==> src/rtl/batch_fifo_param.sv <==
// Multi-lane-write, single-word-read circular FIFO for the DCT transpose path.
// Batches of LANES words enter per beat; words leave one per read, oldest first.
module batch_fifo_param #(
  parameter int DATA_W = 22,
  parameter int LANES  = 4,
  parameter int DEPTH  = 16
) (
  input  logic                      clk,
  input  logic                      rst,
  input  logic                      wr_en,
  input  logic [LANES*DATA_W-1:0]   din,
  output logic                      wr_ready,
  input  logic                      rd_en,
  output logic [DATA_W-1:0]         dout,
  output logic                      dout_valid,
  input  logic                      flush,
  output logic [$clog2(DEPTH+1)-1:0] count,
  output logic                      full,
  output logic                      empty,
  output logic [DEPTH/LANES-1:0]    batch_full,
  output logic                      ovf,
  output logic                      unf
);

  localparam int NBATCH = DEPTH / LANES;
  localparam int CW     = $clog2(DEPTH + 1);
  localparam int PW     = $clog2(NBATCH);
  localparam int RW     = $clog2(DEPTH);
  localparam int LW     = $clog2(LANES);

  logic [DATA_W-1:0] mem [DEPTH];
  logic [PW-1:0]     wr_ptr;
  logic [RW-1:0]     rd_ptr;
  logic              wr_acc, rd_acc;
  logic [NBATCH-1:0] bf_next;
  logic [CW-1:0]     count_next;
  logic [RW-1:0]     wr_base;
  logic [RW-1:0]     lane_mask;
  logic [PW-1:0]     rd_slot;
  logic              rd_last_lane;

  assign wr_ready = (CW'(DEPTH) - count) >= CW'(LANES);
  assign full     = (count == CW'(DEPTH));
  assign empty    = (count == '0);

  // Accepts are gated by rst/flush so a request in those cycles never touches memory or pointers.
  assign wr_acc = wr_en && wr_ready && !rst && !flush;
  assign rd_acc = rd_en && !empty && !rst && !flush;

  assign wr_base      = RW'(wr_ptr) << LW;
  assign lane_mask    = RW'(LANES - 1);
  assign rd_last_lane = ((rd_ptr & lane_mask) == lane_mask);
  assign rd_slot      = PW'(rd_ptr >> LW);

  always_comb begin
    count_next = count;
    if (wr_acc) count_next = count_next + CW'(LANES);
    if (rd_acc) count_next = count_next - CW'(1);
  end

  // Clear applied before set so a coincident set on the same slot wins.
  always_comb begin
    bf_next = batch_full;
    if (rd_acc && rd_last_lane) bf_next[rd_slot] = 1'b0;
    if (wr_acc)                 bf_next[wr_ptr]  = 1'b1;
  end

  always_ff @(posedge clk) begin
    if (wr_acc) begin
      for (int unsigned k = 0; k < LANES; k++) begin
        mem[wr_base + RW'(k)] <= din[k*DATA_W +: DATA_W];
      end
    end
  end

  always_ff @(posedge clk) begin
    if (rst) begin
      wr_ptr     <= '0;
      rd_ptr     <= '0;
      count      <= '0;
      batch_full <= '0;
      dout       <= '0;
      dout_valid <= 1'b0;
      ovf        <= 1'b0;
      unf        <= 1'b0;
    end else if (flush) begin
      wr_ptr     <= '0;
      rd_ptr     <= '0;
      count      <= '0;
      batch_full <= '0;
      dout_valid <= 1'b0;
    end else begin
      count      <= count_next;
      batch_full <= bf_next;
      dout_valid <= rd_acc;
      if (wr_acc) wr_ptr <= wr_ptr + PW'(1);
      if (rd_acc) begin
        rd_ptr <= rd_ptr + RW'(1);
        dout   <= mem[rd_ptr];
      end
      if (wr_en && !wr_ready) ovf <= 1'b1;
      if (rd_en && empty)     unf <= 1'b1;
    end
  end

endmodule
==> config.mk <==
export PLATFORM = sky130hd
export DESIGN_NAME = batch_fifo_param
export DESIGN_NICKNAME = d
export VERILOG_FILES = /design/src/rtl/batch_fifo_param.sv
export SDC_FILE = /design/constraint.sdc
export NUM_CORES = 1
export LEC_CHECK = 0
export ABC_AREA = 1
export CAP_MARGIN = 40
export CORE_MARGIN = 1
export CORE_UTILIZATION = 54
export CTS_BUF_LIST = sky130_fd_sc_hd__clkbuf_2
export CTS_CLUSTER_DIAMETER = 200
export CTS_CLUSTER_SIZE = 24
export DETAILED_ROUTE_END_ITERATION = 8
export PLACE_DENSITY = 0.78
export SLEW_MARGIN = 10
export SYNTH_ARGS = -nofsm -noshare
export SYNTH_HDL_FRONTEND = slang
export SYNTH_SLANG_ARGS = --single-unit
==> constraint.sdc <==
create_clock -name clk -period 3.3 [get_ports clk]
set_input_delay 0.66 -clock clk [delete_from_list [all_inputs] [get_ports clk]]
set_output_delay 0.66 -clock clk [all_outputs]
set_load 0.05 [all_outputs]
---- Word-level counts from Yosys, hierarchy flattened ----
Memories as Yosys holds them, arrays and structs flattened. A register that Yosys moved wholly into a read port is not among the register bits.
Index checks and enable logic that the tools add are counted.
storage, ports and cells
  register bits after elaboration ......... 18
  bits in writable memories ............... 352
  bits of input ports ..................... 93
  output and inout port bits .............. 37
  word-level logic and storage cells ...... 57
  memories ................................ 1
cells by class
  add/sub/neg operators ................... 8
  order comparisons ....................... 5
  equal/unequal tests ..................... 2
  mux-type cells .......................... 10
  bitwise gates (word level) .............. 4
  reduce and logical (&&, ||, !) cells .... 20
memories
  name  words  bits a word  rd ports  clocked after memory_dff  wr ports  RTL line  source
  mem   16     22           1         1                         4         31        logic [DATA_W-1:0] mem [DEPTH];
operators by type and width
  kind                                                                   count
  1-bit logical AND                                                      11
  5-bit two-way mux                                                      2
  4-bit by 1-bit adder with 4-bit output, second input constant          2
  4-bit by 2-bit adder with 4-bit output, second input constant          2
  4-bit two-way mux                                                      2
  2-bit by 3-bit < comparator with 1-bit output, second input constant   2
  2-bit AND reduction                                                    3
  5-bit by 3-bit adder with 5-bit output, second input constant          1
  5-bit equality test, second input constant                             1
  5-bit by 3-bit >= comparator with 1-bit output, second input constant  1
  5-bit logical NOT                                                      1
  5-bit by 1-bit subtractor with 5-bit output, second input constant     1
  5-bit subtractor, first input constant                                 1
  4-bit AND                                                              1
  1-bit demux with 2-bit select                                          2
  2-bit by 1-bit >= comparator with 1-bit output, second input constant  2
  1-bit logical NOT                                                      4
  1-bit two-way mux                                                      4
  4-bit NOT                                                              1
  4-bit OR                                                               1
  2-bit by 1-bit adder with 2-bit output, second input constant          1
  2-bit equality test, second input constant                             1
  2-bit OR reduction                                                     1
  1-bit NOT                                                              1

---- Depth between registers and ports, before layout ----
  word-level depth ........................ 9
  mapped depth ............................ 15
  depth with buffers taken out ............ 15

---- Worst setup path after synthesis ----
Ideal clock, no wire load.
  path kind ............................... register to register
  start ................................... register count[0]
  end ..................................... memory mem[10][0], enable pin
  setup time .............................. 442 ps
  arrival time ............................ 3822 ps
  data required time ...................... 2858 ps
  slack ................................... -964 ps
  cell stages (with the launch flop) ...... 13
  path buffers ............................ 0
  period minus slack after synthesis ...... 4264 ps
  cell sequence ........................... dfxtp_1 -> inv_1 -> ha_1 -> nand2_1 -> inv_1 -> ha_1 -> nand2_1 -> nor2_4 -> nand3_4 -> nand2_4 -> inv_1 -> nand2_1 -> inv_1
RTL lines
  what                    RTL line  source
  from (decl)             17        output logic [$clog2(DEPTH+1)-1:0] count,
  from (signal assigned)  93        count <= count_next;
  to (decl)               31

---- Worst setup path after layout ----
  start ................................... register count[0]
  end ..................................... output wr_ready
on the way
  word-level cells in the longest chain between the ends .. 2
ends and longest elaborated chain
  what                                            RTL line  source
  5-bit subtractor                                42        assign wr_ready = (CW'(DEPTH) - count) >= CW'(LANES);
  5-bit by 3-bit >= comparator with 1-bit output  42
  to (decl)                                       12        output logic wr_ready,
No other way between the ends.

==> metrics.csv <==
metric,value,unit
synth_edf_count,352,
final_net_count,1405,
min_to,unf$_SDFFE_PP0P_,
syn_nets,1302,
post-route-period-util,0.954,
crit_fanout,5,
post_dp_cell_area,17100,um^2
fin_area,17300,um^2
setup_slack,0.151,ns
synth_xor_area_frac,0.000571,
clk_path_buf_depth,3,
syn2layout_area_growth,12.6,%
clock_power_share,0.215,
fmax,0.318,GHz
cap_violations,0,
die_area,29100,um^2
drv_slew,0,
cts-root-buf,clkbuf_2,
rsz0062_at_grt,true,
mostFrequentLayoutCells,"352 x edfxtp_1, 183 x nor2_1, 158 x o21ai_0, 147 x nand2_1, 126 x clkdlybuf4s50_1",
synthCells,1198,
gr-usage-all-layers,0.230,
ant_nets,0,
power_frac_comb,0.060,
grt_first_pass_wirelength,50800,um
core_area,27900,um^2
top_layer,met4,
rows,61,
hold_violations,0,
hold_depth,2,
postCtsHoldBufs,0,
die_h,171,um
io_pins,130,
reg2reg_to,mem[8][16]$_DFFE_PP_,
swShare,0.218,
total_power,7.56,mW
drive_gt1_frac,0.0800,
ys_seq_elements,392,
antenna_found_initial,4,
drt-pass1-iter-count,5,
synth_top_family_by_area,simple AND/OR/NAND/NOR gates,
ys_seq_area_frac,0.741,
r2r-start,count[0]$_SDFFE_PP0P_,
viasPerCell,5.69,
tightest_slew,0.858,ns
crit_path_start_kind,flop,
setup_viol,0,
yosysWarnings,0,
ys.flop_type,edfxtp_1,
clk_latency,0.95,ns
rr_worst_depth,13,
period_needed,3.15,ns
drcViolationCount,0,
ir_drop,305,uV
clk_pin_slew_worst_paths,0.42,ns
cts_buffers,20,
htreeDepth,1,
crit_required,2.64,ns
vias,9646,
synth_compound_area_frac,0.104,
syn_area,15400,um^2
layout_commonest_cell,edfxtp_1,
r2r_slack,0.49,ns
routed_wl,33100,um
synth.distinct_cells,32,
synthAdderAreaFrac,0.00897,
synthArstFlopShare,0,
dp_slack,0.553,ns
crit_type,reg2out,
pwr-share-seq,0.725,
grt_remaining_overflow,0,
power.leakage,5.77,nW
p_sw,1.65,mW
initialDrtViolationCount,797,
start_util,0.551,
cts_tree,built,
met1_length,13500,um
port_buffers,129,
gp_congestion,0.796,
end_kind,primary output,
wl_met3,2690,um
die_x,171,um
yosys.area_share.simple,0.108,
hp-class,in2reg,
internal_power,5.92,mW
wl_per_cell,19.5,um
regArea,11400,um^2
first_global_vias,9293,
wl_met2,15900,um
p_per_area,438,nW/um^2
hold_start,rst,
hold_ws,0.217,ns
status,"complete, no violations",
fin_worst_skew,0.101,ns
relSlewSlack,0.428,
synthMuxAreaShare,0,
avgSynthCellArea,12.8,um^2
fill_cells,2098,
cts_sinks,392,
cp_data_arrival_time,2.49,ns
grt_max_degree,180,
multi_input_area,3460,um^2
dpl.hpwl,20200,um
==> stage by stage <==
step           TNS, ns  std cells  utilization
2_1_floorplan   -34.29       1198            -
3_3_place_gp         0       1654        0.612
3_5_place_dp         0       1656        0.613
4_1_cts        -0.0852       1690        0.620
5_1_grt        -0.0190       1694        0.620
6_report             0       1696        0.621
==> worst max-delay path by stage <==
stage               cells past startpoint                  start  slack (ns)              endpoint
CTS                                     9  count[1]$_SDFFE_PP0P_       -0.09              wr_ready
finish                                  9  count[0]$_SDFFE_PP0P_        0.15              wr_ready
global route                            9  count[0]$_SDFFE_PP0P_       -0.02              wr_ready
detailed placement                      9                  flush        0.55   mem[0][1]$_DFFE_PP_
floorplan                              12  count[0]$_SDFFE_PP0P_        -0.1  mem[12][0]$_DFFE_PP_
global placement                        9                  flush        0.60  mem[8][16]$_DFFE_PP_
==> synth_stat cells, drive strengths merged, types with 18 or more instances <==
cell type / number / area share
inv: 26 / 0.0067
clkbuf: 36 / 0.0090
nand2: 158 / 0.040
nand3: 27 / 0.010
a21oi: 18 / 0.0059
o21ai: 184 / 0.060
edfxtp: 352 / 0.69
o22ai: 88 / 0.036
nand4: 21 / 0.0086
nor2: 190 / 0.048
buf: 39 / 0.022
dfxtp: 40 / 0.052
==> layer usage <==
layer | GRT usage | vias up
li1 | - | 4551
met1 | 0.306 | 4614
met2 | 0.387 | 419
met3 | 0.0338 | 62
met4 | 0.0834 | 0
met5 | 0 | -
==> registers in the layout, summed over array words and instances, names as in the netlist <==
register	flops
batch_full	4
count	5
dout	22
dout_valid	1
mem	352
ovf	1
rd_ptr	4
unf	1
wr_ptr	2
==> critical path: stages (launching register included) <==
cell	delay [ns]
dfxtp_4	0.48
inv_4	0.05
ha_4	0.16
nand2_1	0.05
inv_1	0.05
ha_1	0.29
nand2_2	0.06
nor2_4	0.12
nand3_4	0.11
buf_6	0.17
==> layout make-up <==
| cell class | instances | share of cell area |
|---|---|---|
| Sequential cell | 392 | 0.659 |
| Inverter | 27 | 0.00803 |
| Antenna cell | 5 | 0.000724 |
| Multi-Input combinational cell | 704 | 0.200 |
| Timing Repair Buffer | 156 | 0.0945 |
| Clock buffer | 33 | 0.00955 |
| Clock inverter | 1 | 0.000941 |
| Tap cell | 378 | 0.0274 |
==> logic make-up after synthesis <==
logic type,Yosys count
simple gates,397
flops,392
compound gates,295
buf+inv,102
fa+ha+maj,11
xor+xnor,1
==> power by group through the flow <==
stage / Clock [mW] / Sequential (mW) / Combinational [mW]
6_report: 1.63 / 5.49 / 0.452
4_1_cts: 1.64 / 5.49 / 0.452
2_1_floorplan: 0 / 5.62 / 0.176
3_5_place_dp: 0 / 5.59 / 0.452
5_1_grt: 1.82 / 5.49 / 0.486
3_3_place_gp: 0 / 5.58 / 0.443
==> repair_timing <==
item                                    CTS  global route
cloned                                    0             0
resized for setup                         5             6
setup buffers                             0             1
endpoints found under the setup margin    3             2
Note: power is estimated with default switching activity, not from simulation.
